## src/rtl/check.sv

```systemverilog
`default_nettype none
// ============================================================================
// Module      : check
// Description : Result checker. Pops one expected-result record from the check
//               FIFO and one captured DUT output word from the result FIFO,
//               compares them under a programmable bitmask, keeps saturating
//               pass/fail counters and writes a 5-word log record for each
//               failure through an Avalon-MM write master.
//               Optional feature macro: CHECK_LOG_PASS_EN (also log passes).
// Revision    : 1.0 - initial release
// ============================================================================
module check #(
    parameter int                    ADDR_WIDTH = 20,
    parameter int                    DATA_WIDTH = 16,
    parameter int                    BE_WIDTH   = DATA_WIDTH / 8,
    parameter int                    STF_WIDTH  = 24,
    parameter int                    ORV_WIDTH  = 8,
    parameter int                    CHF_WIDTH  = STF_WIDTH + ORV_WIDTH + ADDR_WIDTH,
    parameter int                    SCC_WIDTH  = 5,
    parameter int                    SCD_WIDTH  = 24,
    parameter logic [ADDR_WIDTH-1:0] LOG_BASE   = 20'h80000,
    parameter int                    LOG_MAX    = 1024,
    parameter int                    CNT_WIDTH  = 16
) (
    input  logic                  clock,
    input  logic                  reset,
    input  logic [CHF_WIDTH-1:0]  cfifo_data,
    output logic                  cfifo_rdreq,
    input  logic                  cfifo_rdempty,
    input  logic [STF_WIDTH-1:0]  rfifo_data,
    output logic                  rfifo_rdreq,
    input  logic                  rfifo_rdempty,
    input  logic [SCC_WIDTH-1:0]  sc_cmd,
    input  logic [SCD_WIDTH-1:0]  sc_data,
    input  logic                  sc_switching,
    output logic                  sc_ready,
    output logic [ADDR_WIDTH-1:0] mem_address,
    output logic [BE_WIDTH-1:0]   mem_byteenable,
    output logic                  mem_write,
    output logic [DATA_WIDTH-1:0] mem_writedata,
    input  logic                  mem_waitrequest,
    output logic [CNT_WIDTH-1:0]  pass_count,
    output logic [CNT_WIDTH-1:0]  fail_count,
    output logic                  busy
);

    localparam int                   c_LOGCNT_W = $clog2(LOG_MAX + 1);
    localparam logic [c_LOGCNT_W-1:0] c_LOG_MAX = c_LOGCNT_W'(LOG_MAX);
    localparam logic [SCC_WIDTH-1:0] c_CMD_BITMASK = SCC_WIDTH'(1);
    localparam logic [2:0]           c_LAST_WORD   = 3'd4;

    typedef enum logic [2:0] {
        S_IDLE    = 3'd0,
        S_DISCARD = 3'd1,
        S_FETCH   = 3'd2,
        S_LATCH   = 3'd3,
        S_COMPARE = 3'd4,
        S_WRITE   = 3'd5
    } state_t;

    state_t                  r_state;
    state_t                  w_state_next;
    logic [STF_WIDTH-1:0]    r_bitmask;
    logic [STF_WIDTH-1:0]    r_expected;
    logic [STF_WIDTH-1:0]    r_actual;
    logic [ADDR_WIDTH-1:0]   r_vaddr;
    logic [ORV_WIDTH-1:0]    r_orv;
    logic                    r_fail;
    logic [2:0]              r_widx;
    logic [ADDR_WIDTH-1:0]   r_log_addr;
    logic [c_LOGCNT_W-1:0]   r_log_cnt;
    logic [CNT_WIDTH-1:0]    r_pass_count;
    logic [CNT_WIDTH-1:0]    r_fail_count;
    logic                    w_fail;
    logic                    w_log_room;
    logic                    w_accept;
    logic [DATA_WIDTH-1:0]   w_word;

    assign w_fail     = |((r_expected ^ r_actual) & r_bitmask);
    assign w_log_room = (r_log_cnt < c_LOG_MAX);
    assign w_accept   = (r_state == S_WRITE) && !mem_waitrequest;

    assign sc_ready       = (r_state == S_IDLE) && cfifo_rdempty;
    assign busy           = (r_state != S_IDLE);
    assign cfifo_rdreq    = (r_state == S_FETCH);
    assign rfifo_rdreq    = (r_state == S_FETCH) || (r_state == S_DISCARD);
    assign mem_write      = (r_state == S_WRITE);
    assign mem_address    = r_log_addr;
    assign mem_byteenable = '1;
    assign mem_writedata  = mem_write ? w_word : '0;
    assign pass_count     = r_pass_count;
    assign fail_count     = r_fail_count;

    // Next-state selection; vectors in flight always run to completion.
    always_comb begin
        w_state_next = r_state;
        case (r_state)
            S_IDLE: begin
                if (sc_switching && !rfifo_rdempty) begin
                    w_state_next = S_DISCARD;
                end else if (!sc_switching && !cfifo_rdempty && !rfifo_rdempty) begin
                    w_state_next = S_FETCH;
                end
            end
            S_DISCARD: w_state_next = S_IDLE;
            S_FETCH:   w_state_next = S_LATCH;
            S_LATCH:   w_state_next = S_COMPARE;
            S_COMPARE: begin
`ifdef CHECK_LOG_PASS_EN
                w_state_next = w_log_room ? S_WRITE : S_IDLE;
`else
                w_state_next = (w_fail && w_log_room) ? S_WRITE : S_IDLE;
`endif
            end
            S_WRITE: begin
                if (w_accept && (r_widx == c_LAST_WORD)) begin
                    w_state_next = S_IDLE;
                end
            end
            default: w_state_next = S_IDLE;
        endcase
    end

    // Log record word selected by the current word index.
    always_comb begin
        w_word = '0;
        case (r_widx)
            3'd0:    w_word = DATA_WIDTH'({r_orv, r_fail, 3'b000, r_vaddr[19:16]});
            3'd1:    w_word = DATA_WIDTH'(r_vaddr[15:0]);
            3'd2:    w_word = DATA_WIDTH'(r_expected[15:0]);
            3'd3:    w_word = DATA_WIDTH'(r_actual[15:0]);
            3'd4:    w_word = DATA_WIDTH'({r_expected[23:16], r_actual[23:16]});
            default: w_word = '0;
        endcase
    end

    // State register, datapath capture, counters and log pointer.
    always_ff @(posedge clock or posedge reset) begin
        if (reset) begin
            r_state      <= S_IDLE;
            r_bitmask    <= '1;
            r_expected   <= '0;
            r_actual     <= '0;
            r_vaddr      <= '0;
            r_orv        <= '0;
            r_fail       <= 1'b0;
            r_widx       <= 3'd0;
            r_log_addr   <= LOG_BASE;
            r_log_cnt    <= '0;
            r_pass_count <= '0;
            r_fail_count <= '0;
        end else begin
            r_state <= w_state_next;

            // Mask changes only while no expected record is queued.
            if (sc_ready && (sc_cmd == c_CMD_BITMASK)) begin
                r_bitmask <= sc_data[STF_WIDTH-1:0];
            end

            if (r_state == S_LATCH) begin
                {r_expected, r_vaddr, r_orv} <= cfifo_data;
                r_actual                     <= rfifo_data;
            end

            if (r_state == S_COMPARE) begin
                r_fail <= w_fail;
                r_widx <= 3'd0;
                if (w_fail) begin
                    if (r_fail_count != '1) begin
                        r_fail_count <= r_fail_count + 1'b1;
                    end
                end else begin
                    if (r_pass_count != '1) begin
                        r_pass_count <= r_pass_count + 1'b1;
                    end
                end
            end

            if (w_accept) begin
                r_log_addr <= r_log_addr + 1'b1;
                r_widx     <= r_widx + 3'd1;
                if (r_widx == c_LAST_WORD) begin
                    r_log_cnt <= r_log_cnt + 1'b1;
                end
            end
        end
    end

endmodule
`default_nettype wire

```

## config.mk

```make
export PLATFORM = sky130hd
export DESIGN_NAME = check
export DESIGN_NICKNAME = d
export VERILOG_FILES = /design/src/rtl/check.sv
export SDC_FILE = /design/constraint.sdc
export NUM_CORES = 1
export LEC_CHECK = 0
export BUFFER_PORTS_ARGS = -buffer_cell sky130_fd_sc_hd__buf_2
export CAP_MARGIN = 0
export CORE_MARGIN = 5
export CORE_UTILIZATION = 50
export CTS_BUF_LIST = sky130_fd_sc_hd__clkbuf_4
export DETAILED_ROUTE_END_ITERATION = 10
export HOLD_SLACK_MARGIN = 0.02
export MAX_ROUTING_LAYER = met4
export PLACE_DENSITY = 0.78
export SLEW_MARGIN = 30
export SYNTH_ARGS = -nofsm -noshare
export SYNTH_HDL_FRONTEND = slang
export SYNTH_SLANG_ARGS = --single-unit
export TNS_END_PERCENT = 30
```

## constraint.sdc

```tcl
create_clock -name clock -period 4.8 [get_ports clock]
set_input_delay 0.24 -clock clock [delete_from_list [all_inputs] [get_ports clock]]
set_output_delay 0.24 -clock clock [all_outputs]
set_load 0.05 [all_outputs]
```

# Word-level counts from Yosys, hierarchy flattened
# Index checks and enable logic that the tools add are counted.
# totals
ff_bits,170
out_inout_bits,75
wordCells,66
# op_classes
addsub,5
n_lt_le_gt_ge,1
eq_ne,14
muxes,9
n_bitwise,3
reduce_logical,22
# ops
cell,count
$pmux 16 s5,1
$add 16x1->16 const B,2
$ne 16x16->1 const B,2
$and 24x24->24,1
$reduce_or 24->1,1
$xor 24x24->24,1
$add 20x1->20 const B,1
$mux 3,6
$mux 16,1
$pmux 3 s5,1
$eq 3x2->1 const B,4
$add 11x1->11 const B,1
$lt 11x11->1 const B,1
$eq 3x3->1 const B,3
$logic_and 1x1->1,8
$eq 3x1->1 const B,2
$logic_not 3->1,2
$reduce_and 3->1,2
$eq 5x1->1 const B,1
$logic_not 1->1,4
$reduce_and 2->1,2
$add 3x1->3 const B,1
$ne 3x1->1 const B,1
$reduce_bool 3->1,1
4 further kinds,4

# Logic depth before layout (Yosys ltp)
# depth
ltp_word,6
ltp_mapped,10
mapped_depth_nobuf,8

# Worst setup path before layout
# Ideal clock, no wire load.
# synth_timing
path_type,reg2reg
from,register r_state[0]
to,register r_bitmask[0]
arrival_ns,2.806
required_ns,4.718
slack_ns,1.912
stages_incl_launch_ff,8
synth_period_minus_slack_ns,2.888
path_cell_list,dfrtp_1 buf_2 or3_1 nor2_1 and4_1 buf_2 buf_4 mux2_2
# synth_via
elab_chain_cells,3
# synth_rtl
item,line_no,source
start: declaration,61,state_t r_state;
start signal: assignment,153,r_state <= w_state_next;
$logic_not 3->1,83,assign sc_ready = (r_state == S_IDLE) && cfifo_rdempty;
$logic_and 1x1->1,83,
named net sc_ready,36,"output logic sc_ready,"
$logic_and 1x1->1,156,if (sc_ready && (sc_cmd == c_CMD_BITMASK)) begin
end signal: assignment,157,r_bitmask <= sc_data[STF_WIDTH-1:0];
end: declaration,63,logic [STF_WIDTH-1:0] r_bitmask;
# The timed path passes the listed nets, and every way through them passes these cells.
# A chain may end at the register's enable or synchronous reset.

# Final worst setup path
# layout_timing
from,register r_widx[0]
to,output port mem_writedata[4]
# layout_via
elab_chain_cells,3
elab_cells_between_ends,7
# layout_rtl
item,line_no,source
start: declaration,69,logic [2:0] r_widx;
start signal: assignment,181,r_widx <= r_widx + 3'd1;
"$eq 3x3->1, or another cell as far along",127,case (r_widx)
$pmux 16 s5 (*),127,
$mux 16 (*),90,assign mem_writedata = mem_write ? w_word : '0;
end: declaration,40,"output logic [DATA_WIDTH-1:0] mem_writedata,"
# Every way passes the cells marked *; elsewhere a longest branch is shown, timed or not.

==> results.sh <==
export IMPL_synthMuxAreaShare_pct=15.1
export IMPL_reg2reg_depth=8
export IMPL_gp_congestion=0.828
export IMPL_setup_worst_path_end_class="output pin"
export IMPL_slew_headroom_pct=40.5
export IMPL_p_leak_nw=4.88
export IMPL_rsz0062_at_grt="false"
export IMPL_synth_fa_ha_area_share_pct=1.43
export IMPL_synth_xor_area_share_pct=9.21
export IMPL_crit_fanout=17
export IMPL_numCtsBuffers=17
export IMPL_highest_layer="met4"
export IMPL_route_met3_wl_um=999
export IMPL_overflow=0
export IMPL_maxSlewViolCount=0
export IMPL_worstSkewPairLatency_ps=570
export IMPL_reg2reg_slack_ps=2130
export IMPL_worstPathCellList="ha_1 > ha_1 > o41ai_4 > buf_4 > a21oi_1 > buf_2"
export IMPL_io_buffers=183
export IMPL_r2r_start="r_widx[0]$_DFFE_PP0P_"
export IMPL_synth_compound_area_share_pct=6.37
export IMPL_synth_seq_cells=170
export IMPL_ant_nets=0
export IMPL_syn_inst=640
export IMPL_finalSetupTns_ps=0
export IMPL_hold_depth=4
export IMPL_slowest_delay_ps=820
export IMPL_path_clk_slew_ps=140
export IMPL_cp_arrival_ps=3120
export IMPL_synth_largest_area_cell="dfrtp_1"
export IMPL_fin_crit_sh_pct=70.0
export IMPL_layout_commonest_cell="buf_2"
export IMPL_synthFlopType="dfrtp_1"
export IMPL_finalCriticalPeriod_ps=3360
export IMPL_drc=0
export IMPL_wl_met2_um=11000
export IMPL_crit_path_start_kind="register"
export IMPL_drive_gt1_share_pct=38.8
export IMPL_finalSetupViolations=0
export IMPL_cts_tree="yes"
export IMPL_synthArstFlopShare_pct=100
export IMPL_holdPathEnd="r_state[0]$_DFFE_PP0P_"
export IMPL_grt_pass1_wl_um=33300
export IMPL_reg2reg_to="r_log_cnt[8]$_DFFE_PP0P_"
export IMPL_syn_area_sq_um=7900
export IMPL_tightestPinTransition_ps=890
export IMPL_rows=46
export IMPL_crit_slowest_cell="o41ai_4"
export IMPL_chipWidth_um=136
export IMPL_place_ws_ps=2070
export IMPL_track_usage_pct=24.0
export IMPL_cts_root_buf="clkbuf_4"
export IMPL_crit_path_frequent_cell="ha_1"
export IMPL_grt_pass1_vias=6412
export IMPL_antenna_found_initial=5
export IMPL_hp_class="input pin to register"
export IMPL_grt_max_degree=171
export IMPL_drt_met1_wl_um=8730
export IMPL_ir_drop_mv=0.399
export IMPL_hold_violations=0
export IMPL_fin_nets=1040
export IMPL_vias=6124
export IMPL_core_sq_um=15700
export IMPL_layout_common_cells="buf_2 (183), dfrtp_1 (145), mux2_2 (105), dlygate4sd3_1 (103), xor2_1 (46)"
export IMPL_synth_simple_area_share_pct=10.9
export IMPL_syn_area_per_cell_sq_um=12.3
export IMPL_syn2layout_area_growth_pct=31.7
export IMPL_drtPass1Iterations=4
export IMPL_status="completed"
export IMPL_io_pins=186
export IMPL_routedWlPerCell_um=18.5
export IMPL_htree_levels=4
export IMPL_clock_fmax_mhz=297
export IMPL_vias_per_cell=5.31
export IMPL_maxCapViolCount=0
export IMPL_die_y_um=136
export IMPL_hpwlAfterDp_um=13200
export IMPL_netlist_area_leader_share_pct=46.0
export IMPL_postCtsResizedCells=0
export IMPL_totalWireLength_um=21400
export IMPL_worstPathRequired_ps=4560
export IMPL_cts_sinks=170
export IMPL_drt_iter0_drc=309
export IMPL_synth_cell_types=46
export IMPL_ys_seq_area_share_pct=54.3
export IMPL_die_area_sq_um=18400
export IMPL_power_density_nw_per_um2=507
export IMPL_synth_edff_count=0
export IMPL_synth_top_family_by_area="multiplexers"
export IMPL_critPathKind="register to output pin"
export IMPL_yosys_top_cells_area="dfrtp_1 (46%), mux2_2 (15%), dfstp_2 (8.3%), xor2_1 (5.1%), xnor2_1 (4.1%)"
export IMPL_initial_utilization_pct=50.2
export IMPL_layout_setup_ws_ps=1440
export IMPL_clockBufferDepth=2
export IMPL_yosysWarnings=0
export IMPL_fin_skew_ps=39.4
export IMPL_min_delay_start="rfifo_rdempty"
==> state kept, by name, summed over array words and instances, names as in the netlist, 11 cells and up <==
signal and cells:
r_expected 24, pass_count 16, r_actual 24, fail_count 16
r_vaddr 20, r_log_cnt 11, r_bitmask 24, mem_address 20
==> final cells by class <==
type,instances,area [sq um]
flip-flops and latches,170,4290
well taps,216,270
fillers,1197,5320
clock inverters,14,184
diodes,5,12.5
clock buffers,18,135
multi-input cells,429,3440
repair buffers,292,2020
inverters,10,41.3
==> logic make-up after synthesis <==
group,count (synthesis)
buffers and inverters,42
AND/OR/NAND/NOR,159
AO/OA/AOI/OAI,70
flip-flops,170
other,1
multiplexers,106
adder cells (fa/ha/maj),9
XOR/XNOR,83
==> worst max-delay path, delay by kind of cell, from the launching register on <==
kind	cells	cell delay [ps]
buffers and inverters	2	540
AOI/OAI and AO/OA	2	890
adders and majority gates	2	690
DFF	1	450
==> Yosys cell counts (all sizes together), types with 9 or more instances <==
master / n
a31oi: 10
xnor2: 37
dfrtp: 145
xor2: 46
and3: 14
inv: 10
nor2: 14
nand3: 24
nand2: 39
mux2: 106
nor3: 17
buf: 19
ha: 9
dfstp: 25
nand4: 18
a22oi: 38
clkbuf: 13
==> routing by layer <==
layer,up-vias,global-route usage [%]
met2,200,39.9
met4,0,9.74
met1,3000,28.6
met5,-,-
li1,2862,-
met3,62,4.87
==> where the power goes <==
group,internal [mW],total (mW),switching [mW]
Clock,0.381,0.921,0.540
Combinational,0.852,1.97,1.12
Sequential,1.94,2.38,0.443
Total,3.17,5.27,2.10
==> timing repair <==
action,CTS,global route
endpoints found under the hold margin,246,0
setup buffers,0,0
hold buffers,103,0
==> metrics by stage <==
stage / utilization, % / area (sq um) / std cells / hold slack, ps / power (mW)
2_1_floorplan: - / 7900 / 641 / 391 / 3.70
3_3_place_gp: 57.2 / 8990 / 1012 / 462 / 4.22
3_5_place_dp: 57.3 / 9010 / 1013 / 464 / 4.27
4_1_cts: 65.9 / 10400 / 1148 / 64.4 / 5.25
5_1_grt: 66.2 / 10400 / 1154 / 86.8 / 5.58
6_report: 66.2 / 10400 / 1154 / 110 / 5.27
==> worst max-delay path by stage <==
stage,start,depth (start not counted),slack (ps),to
6_report,r_widx[0]$_DFFE_PP0P_,6,1440,mem_writedata[4]
5_1_grt,r_widx[0]$_DFFE_PP0P_,6,1250,mem_writedata[7]
4_1_cts,r_widx[0]$_DFFE_PP0P_,6,1430,mem_writedata[7]
3_5_place_dp,r_widx[0]$_DFFE_PP0P_,6,2070,mem_writedata[7]
3_3_place_gp,r_widx[0]$_DFFE_PP0P_,5,2010,mem_writedata[1]
2_1_floorplan,r_state[0]$_DFFE_PP0P_,7,1910,r_bitmask[0]$_DFFE_PP1P_
Note: power is estimated with default switching activity, not from simulation.
